`src/rtl/maxpool2x2_stream_pkg.sv`:
```
// Shared FP32 field layout and sizing helpers for the 2x2 max-pooling stream stage.
package maxpool2x2_stream_pkg;

  localparam int FP_SIGN_BIT = 31;
  localparam int FP_EXP_MSB  = 30;
  localparam int FP_EXP_LSB  = 23;
  localparam int FP_MAN_MSB  = 22;
  localparam int FP_MAN_LSB  = 0;
  localparam int FP_W        = FP_SIGN_BIT + 1;

  typedef struct packed {
    logic                             sign;
    logic [FP_EXP_MSB-FP_EXP_LSB:0]   exp;
    logic [FP_MAN_MSB-FP_MAN_LSB:0]   man;
  } fp32_t;

  // Line-buffer address width; a single-entry buffer still needs one address bit.
  function automatic int lb_aw(input int img_width);
    return (img_width / 2 > 1) ? $clog2(img_width / 2) : 1;
  endfunction

  function automatic int cnt_w(input int n);
    return (n > 1) ? $clog2(n) : 1;
  endfunction

endpackage

```
`src/rtl/maxpool2x2_stream_if.sv`:
```
// Pixel stream in / pooled stream out bundle for maxpool2x2_stream.
interface maxpool2x2_stream_if
  import maxpool2x2_stream_pkg::*;
#(
  parameter int DATA_WIDTH = FP_W
);
  logic [DATA_WIDTH-1:0] i_data;
  logic                  valid_in;
  logic [DATA_WIDTH-1:0] o_data;
  logic                  valid_out;
  logic                  frame_done;

  modport master (
    output i_data, valid_in,
    input  o_data, valid_out, frame_done
  );

  modport slave (
    input  i_data, valid_in,
    output o_data, valid_out, frame_done
  );
endinterface

```
`src/rtl/maxpool2x2_stream_fp_max.sv`:
```
// Combinational sign-magnitude maximum of two FP32 values; ties (including -0 vs +0) return a.
module maxpool2x2_stream_fp_max
  import maxpool2x2_stream_pkg::*;
(
  input  fp32_t a,
  input  fp32_t b,
  output fp32_t y
);

  logic [FP_EXP_MSB-FP_MAN_LSB:0] mag_a;
  logic [FP_EXP_MSB-FP_MAN_LSB:0] mag_b;
  logic                           b_wins;

  assign mag_a = {a.exp, a.man};
  assign mag_b = {b.exp, b.man};

  always_comb begin
    b_wins = 1'b0;
    if (mag_a == '0 && mag_b == '0) begin
      b_wins = 1'b0;
    end else if (a.sign != b.sign) begin
      b_wins = a.sign;
    end else if (!a.sign) begin
      b_wins = (mag_b > mag_a);
    end else begin
      b_wins = (mag_b < mag_a);
    end
    y = b_wins ? b : a;
  end

endmodule

```
`src/rtl/maxpool2x2_stream.sv`:
```
// Streaming 2x2 stride-2 FP32 max-pool; a half-width line buffer keeps the upper-row pair maxima.
module maxpool2x2_stream
  import maxpool2x2_stream_pkg::*;
#(
  parameter int DATA_WIDTH = FP_W,
  parameter int IMG_WIDTH  = 224,
  parameter int IMG_HEIGHT = 224
)(
  input  logic                  clk,
  input  logic                  rst,
  maxpool2x2_stream_if.slave    strm
);

  localparam int COL_W  = cnt_w(IMG_WIDTH);
  localparam int ROW_W  = cnt_w(IMG_HEIGHT);
  localparam int LB_AW  = lb_aw(IMG_WIDTH);
  localparam int LB_DEP = IMG_WIDTH / 2;

  logic [COL_W-1:0]      col_q, col_d;
  logic [ROW_W-1:0]      row_q, row_d;
  logic [DATA_WIDTH-1:0] hold_q, hold_d;
  logic [DATA_WIDTH-1:0] o_data_q, o_data_d;
  logic                  valid_out_q, valid_out_d;
  logic                  frame_done_q, frame_done_d;

  logic [DATA_WIDTH-1:0] lb_mem [LB_DEP];
  logic [LB_AW-1:0]      lb_addr;
  logic [DATA_WIDTH-1:0] lb_rd;
  logic                  lb_we;

  logic [DATA_WIDTH-1:0] pair_max;
  logic [DATA_WIDTH-1:0] win_max;
  logic                  col_last;
  logic                  row_last;

  assign col_last = (col_q == COL_W'(IMG_WIDTH - 1));
  assign row_last = (row_q == ROW_W'(IMG_HEIGHT - 1));
  assign lb_addr  = LB_AW'(col_q >> 1);
  assign lb_rd    = lb_mem[lb_addr];

  maxpool2x2_stream_fp_max u_fp_max_pair (
    .a (hold_q),
    .b (strm.i_data),
    .y (pair_max)
  );

  maxpool2x2_stream_fp_max u_fp_max_win (
    .a (pair_max),
    .b (lb_rd),
    .y (win_max)
  );

  always_comb begin
    col_d        = col_q;
    row_d        = row_q;
    hold_d       = hold_q;
    o_data_d     = o_data_q;
    valid_out_d  = 1'b0;
    frame_done_d = 1'b0;
    lb_we        = 1'b0;
    if (strm.valid_in) begin
      if (col_last) begin
        col_d = '0;
        row_d = row_last ? '0 : row_q + ROW_W'(1);
      end else begin
        col_d = col_q + COL_W'(1);
      end
      // Even column opens a pair; odd column closes it into the line buffer or the output.
      if (!col_q[0]) begin
        hold_d = strm.i_data;
      end else if (!row_q[0]) begin
        lb_we = 1'b1;
      end else begin
        o_data_d     = win_max;
        valid_out_d  = 1'b1;
        frame_done_d = row_last && col_last;
      end
    end
  end

  always_ff @(posedge clk or negedge rst) begin
    if (!rst) begin
      col_q        <= '0;
      row_q        <= '0;
      hold_q       <= '0;
      o_data_q     <= '0;
      valid_out_q  <= 1'b0;
      frame_done_q <= 1'b0;
    end else begin
      col_q        <= col_d;
      row_q        <= row_d;
      hold_q       <= hold_d;
      o_data_q     <= o_data_d;
      valid_out_q  <= valid_out_d;
      frame_done_q <= frame_done_d;
    end
  end

  // Not reset: row 0 of every plane rewrites each entry before any odd row reads it.
  always_ff @(posedge clk) begin
    if (lb_we) begin
      lb_mem[lb_addr] <= pair_max;
    end
  end

  assign strm.o_data     = o_data_q;
  assign strm.valid_out  = valid_out_q;
  assign strm.frame_done = frame_done_q;

endmodule

```
`src/flat_wrapper.sv`:
```
// flat-port wrapper written by rule: the top's interface ports become plain ports
module maxpool2x2_stream_flat import maxpool2x2_stream_pkg::*;
#(
  parameter int DATA_WIDTH = FP_W,
  parameter int IMG_WIDTH  = 224,
  parameter int IMG_HEIGHT = 224
)
  (clk, rst, strm_i_data, strm_valid_in, strm_o_data, strm_valid_out, strm_frame_done);
  maxpool2x2_stream_if #(.DATA_WIDTH(DATA_WIDTH)) strm_i ();
  input  logic clk;
  input  logic rst;
  input wire logic [$bits(strm_i.i_data)-1:0] strm_i_data;
  input wire logic [$bits(strm_i.valid_in)-1:0] strm_valid_in;
  output wire logic [$bits(strm_i.o_data)-1:0] strm_o_data;
  output wire logic [$bits(strm_i.valid_out)-1:0] strm_valid_out;
  output wire logic [$bits(strm_i.frame_done)-1:0] strm_frame_done;
  assign strm_i.i_data = strm_i_data;
  assign strm_i.valid_in = strm_valid_in;
  assign strm_o_data = strm_i.o_data;
  assign strm_valid_out = strm_i.valid_out;
  assign strm_frame_done = strm_i.frame_done;
  maxpool2x2_stream #(.DATA_WIDTH(DATA_WIDTH), .IMG_WIDTH(IMG_WIDTH), .IMG_HEIGHT(IMG_HEIGHT)) u_core (.clk(clk), .rst(rst), .strm(strm_i));
endmodule
```
`config.mk`:
```
export PLATFORM = sky130hd
export DESIGN_NAME = maxpool2x2_stream_flat
export DESIGN_NICKNAME = d
export VERILOG_FILES = /design/src/rtl/maxpool2x2_stream_pkg.sv /design/src/rtl/maxpool2x2_stream_if.sv /design/src/rtl/maxpool2x2_stream_fp_max.sv /design/src/rtl/maxpool2x2_stream.sv /design/src/flat_wrapper.sv
export SDC_FILE = /design/constraint.sdc
export NUM_CORES = 2
export LEC_CHECK = 0
export BUFFER_PORTS_ARGS = -buffer_cell sky130_fd_sc_hd__buf_4
export CAP_MARGIN = 10
export CELL_PAD_IN_SITES_DETAIL_PLACEMENT = 1
export CELL_PAD_IN_SITES_GLOBAL_PLACEMENT = 1
export CORE_UTILIZATION = 50
export CTS_CLUSTER_DIAMETER = 30
export DETAILED_ROUTE_END_ITERATION = 16
export PLACE_DENSITY_LB_ADDON = 0.1
export SETUP_SLACK_MARGIN = 0.15
export SLEW_MARGIN = 5
export SYNTH_ARGS = -nofsm -noshare
export SYNTH_HDL_FRONTEND = slang
export SYNTH_SLANG_ARGS = --single-unit
```
`constraint.sdc`:
```
create_clock -name clk -period 5.1 [get_ports clk]
set_input_delay 1.02 -clock clk [delete_from_list [all_inputs] [get_ports clk]]
set_output_delay 1.02 -clock clk [all_outputs]
set_load 0.01 [all_outputs]
```
==> impl_metrics.json <==
{
  "synthesis.area_um2": 144000,
  "route.detailed.drc": 0,
  "timing.critical_path.arrival_ps": 6710,
  "grt_pass1_vias": 97900,
  "ys_seq_area_share_pct": 76.3,
  "final_layout_size_suffix_gt1_share_pct": 36.6,
  "most_repeated_cell_in_the_gate_level_netlist_after_synthesis": "edfxtp_1",
  "pin_count_of_the_biggest_net_entering_global_routing": 113,
  "die_area_um2": 290000,
  "antenna_violations_before_repair": 41,
  "hold_path.class": "in2reg",
  "core_area_um2": 285000,
  "worstSetupStartpointType": "register",
  "setup_viol": 31,
  "clkSinkCount": 3666,
  "critPathBufInv": 8,
  "timing.critical_path.max_delay_family": "simple AND/OR/NAND/NOR gates",
  "first_pass_grt_wire_length_um": 815000,
  "crit_path_top_delay_cell": "a222oi_1",
  "netlist_top_cells_area": "edfxtp_1, mux4_2, mux2i_1",
  "critPathMostFrequentCell": "buf_4",
  "path_class": "reg2reg",
  "power.density_nw_per_um2": 655,
  "globalplace.congestion": 0.976,
  "tritoncts": "built",
  "timing.final.crit_period_ps": 5780,
  "synth_top_cell_by_area": "edfxtp_1",
  "cp_cell_sequence": "buf_12 -> buf_4 -> buf_4 -> and3b_2 -> a222oi_1 -> buf_4 -> o22ai_4 -> or3_4 -> buf_8 -> or4_4 -> ha_4 -> nand4_1 -> nor4_2 -> buf_4 -> nand2_4 -> o311ai_4 -> a31oi_2 -> o21a_1 -> a21oi_4 -> buf_6 -> buf_6 -> or3_4 -> nand3_1",
  "failed_checks": "setup timing",
  "place.detailed.hpwl_um": 373000,
  "finalInstanceArea_um2": 189000,
  "post-synth-top-area-fraction_pct": 74.9,
  "unrepaired_setup_endpoints_after_global_routing": "true",
  "first_pass_iters": 8,
  "portBuffers": 68,
  "whs_ps": 271,
  "post_dp_cell_area_um2": 161000,
  "clkSlewWorstSetupHoldPaths_ps": 50,
  "max_cap_violations": 0,
  "chipWidth_um": 538,
  "synth_cell_types": 82,
  "timing.final.ws_setup_ps": -678,
  "grt-ovfl-total": 0,
  "area_overhead_of_the_layout_relative_to_synthesis_pct": 31.8,
  "drt-vias-per-instance": 6.85,
  "numCtsBuffers": 699,
  "boundaryPins": 69,
  "initial_utilization_pct": 50.4,
  "slowest_delay_ps": 680,
  "yosysWarningCount": 0,
  "synth.net_count": 7965,
  "drt-wirelength-per-cell_um": 42.7,
  "ctsLongestPathBuffers": 4,
  "ys_ff_latch": 3666,
  "die_h_um": 538,
  "num_rows": 196,
  "synth_top_cells_by_count": "edfxtp_1, mux2i_1, mux4_2, nand2_1, nor2_1",
  "status": "complete, but fails checks",
  "vdd_ir_drop_max_mv": 0.398,
  "avgSynthCellArea_um2": 18.3,
  "cp-end-kind": "register",
  "clock-root-buffer": "clkbuf_16",
  "synth_ff_type": "edfxtp_1",
  "cts_htree_levels": 6,
  "critical_path_peak_fanout": 7,
  "worstPathRequired_ps": 6030,
  "maxSlewViolCount": 0,
  "count_of_flip_flops_with_a_built_in_enable_after_synthesis": 3584,
  "vias": 96900,
  "layout_worst_path_cycle_share_pct": 113,
  "asyncSetResetFlopFracSynth_pct": 2.24,
  "netlist_instances": 7866,
  "global_route.usage.total_pct": 41.0,
  "detailedRoute.firstIterationViolations": 14700,
  "tightestPinTransition_ps": 1330,
  "finalWirelength_um": 604000,
  "slew-limit-headroom_pct": 11.2,
  "clock_skew_ps": 71.9,
  "fmax_mhz": 173,
  "worst_skew_pair.late_latency_ps": 1070,
  "final_nets": 9855,
  "final_hold_viol_count": 0,
  "cellLeakagePower_nw": 66.1,
  "ant_nets": 0
}
## cell type report
cell class | count | area, um^2
tap | 3762 | 4710
clock inverter | 519 | 6160
fill | 23700 | 96000
sequential | 3666 | 110000
inverter | 76 | 378
multi-input combinational | 3623 | 33700
antenna | 26 | 65.1
timing repair buffer | 1690 | 16700
clock buffer | 786 | 18100
## worst register-to-register path: cells and delay by family (launching register included)
kind | cells | cell delay, ps
flip-flops | 1 | 540
AND/OR/NAND/NOR | 8 | 1850
buffers and inverters | 8 | 1390
AO/OA/AOI/OAI | 6 | 1590
adder cells (fa/ha/maj) | 1 | 300
## flip-flops by register name (all words and copies together) (netlist names)
| name | count |
|---|---|
| u_core.col_q | 8 |
| u_core.strm.o_data | 32 |
| u_core.hold_q | 32 |
| u_core.strm.frame_done | 1 |
| u_core.lb_mem | 3584 |
| u_core.strm.valid_out | 1 |
| u_core.row_q | 8 |
## cells in the final DEF, fill, tap and decap left out, types with 52 or more instances in the layout
master	instances
edfxtp_1	3584
o22ai_1	101
a22oi_1	205
inv_6	52
buf_4	1342
a221o_1	54
buf_12	236
o21ai_0	237
clkinv_2	107
buf_6	61
mux2i_1	538
clkbuf_1	71
clkinvlp_4	76
mux4_2	348
mux2_2	200
a221oi_1	178
dfrtp_1	77
bufinv_16	96
nand3_1	100
a21oi_1	248
clkbuf_16	714
nand2_1	312
clkinv_1	99
clkinv_4	54
nor2_4	116
nor2_1	192
## per-stage QoR
stage               setup slack, ps  total power, mW  TNS (ps)  std cells  util (%)
detailed placement            -1280             71.6    -66530      12700      56.5
finish                         -678              124    -19670      14100      66.4
floorplan                      95.7             50.9         0       7866         -
CTS                            -484              122    -13920      14100      66.1
global placement              -1220             71.0    -71540      12700      56.5
global route                   -700              125    -20390      14100      66.4
## routing by layer
metal | up-vias | GRT usage [%] | share of wire [%] | routed length, um
met5 | - | 0.0164 | 0.035 | 212
met4 | 24 | 27.4 | 7.7 | 46600
met3 | 1873 | 12.1 | 12 | 74900
met2 | 7663 | 61.7 | 45 | 272000
met1 | 51000 | 51.8 | 35 | 211000
li1 | 36400 | - | - | -
## logic make-up (layout without fill, tap and decap cells)
logic type	Yosys count	in the layout	share of synthesized area, %
flops	3666	3666	76.3
mux	1093	1093	10.8
xor+xnor	4	4	0.0244
compound gates	1481	1481	7.15
other cells	0	26	0
buf+inv	577	3071	2.09
simple gates	981	981	3.07
fa+ha+maj	64	64	0.557
## worst paths after layout
check                                start                endpoint  slack, ps  cells past startpoint
min in group asynchronous              rst         u_core.row_q[3]        520                      2
hold / removal             strm_i_data[31]       u_core.hold_q[31]        270                      2
hold reg to reg            u_core.row_q[4]         u_core.row_q[4]        470                      1
setup / recovery           u_core.col_q[1]  u_core.strm.o_data[30]       -680                     23
max in group asynchronous              rst   u_core.strm.o_data[0]       3500                      3
setup reg to reg           u_core.col_q[1]  u_core.strm.o_data[30]       -680                     23
## power by group
| group | internal, mW | leakage (nW) | switching (mW) | total (mW) |
|---|---|---|---|---|
| Combinational | 15.2 | 21.1 | 25.9 | 41.0 |
| Sequential | 35.3 | 33.4 | 0.199 | 35.5 |
| Clock | 30.6 | 11.6 | 16.8 | 47.5 |
| Total | 81.1 | 66.1 | 42.9 | 124 |
## what timing repair did
| item | in CTS | in global routing |
|---|---|---|
| hold buffers | 1 | 0 |
| endpoints found under the setup margin | 32 | 107 |
| pin swaps | 60 | 48 |
| setup buffers | 104 | 27 |
| cloned | 16 | 4 |
| gates resized for setup | 326 | 81 |
| endpoints found under the hold margin | 39 | 0 |
Note: power is estimated with default switching activity, not from simulation.
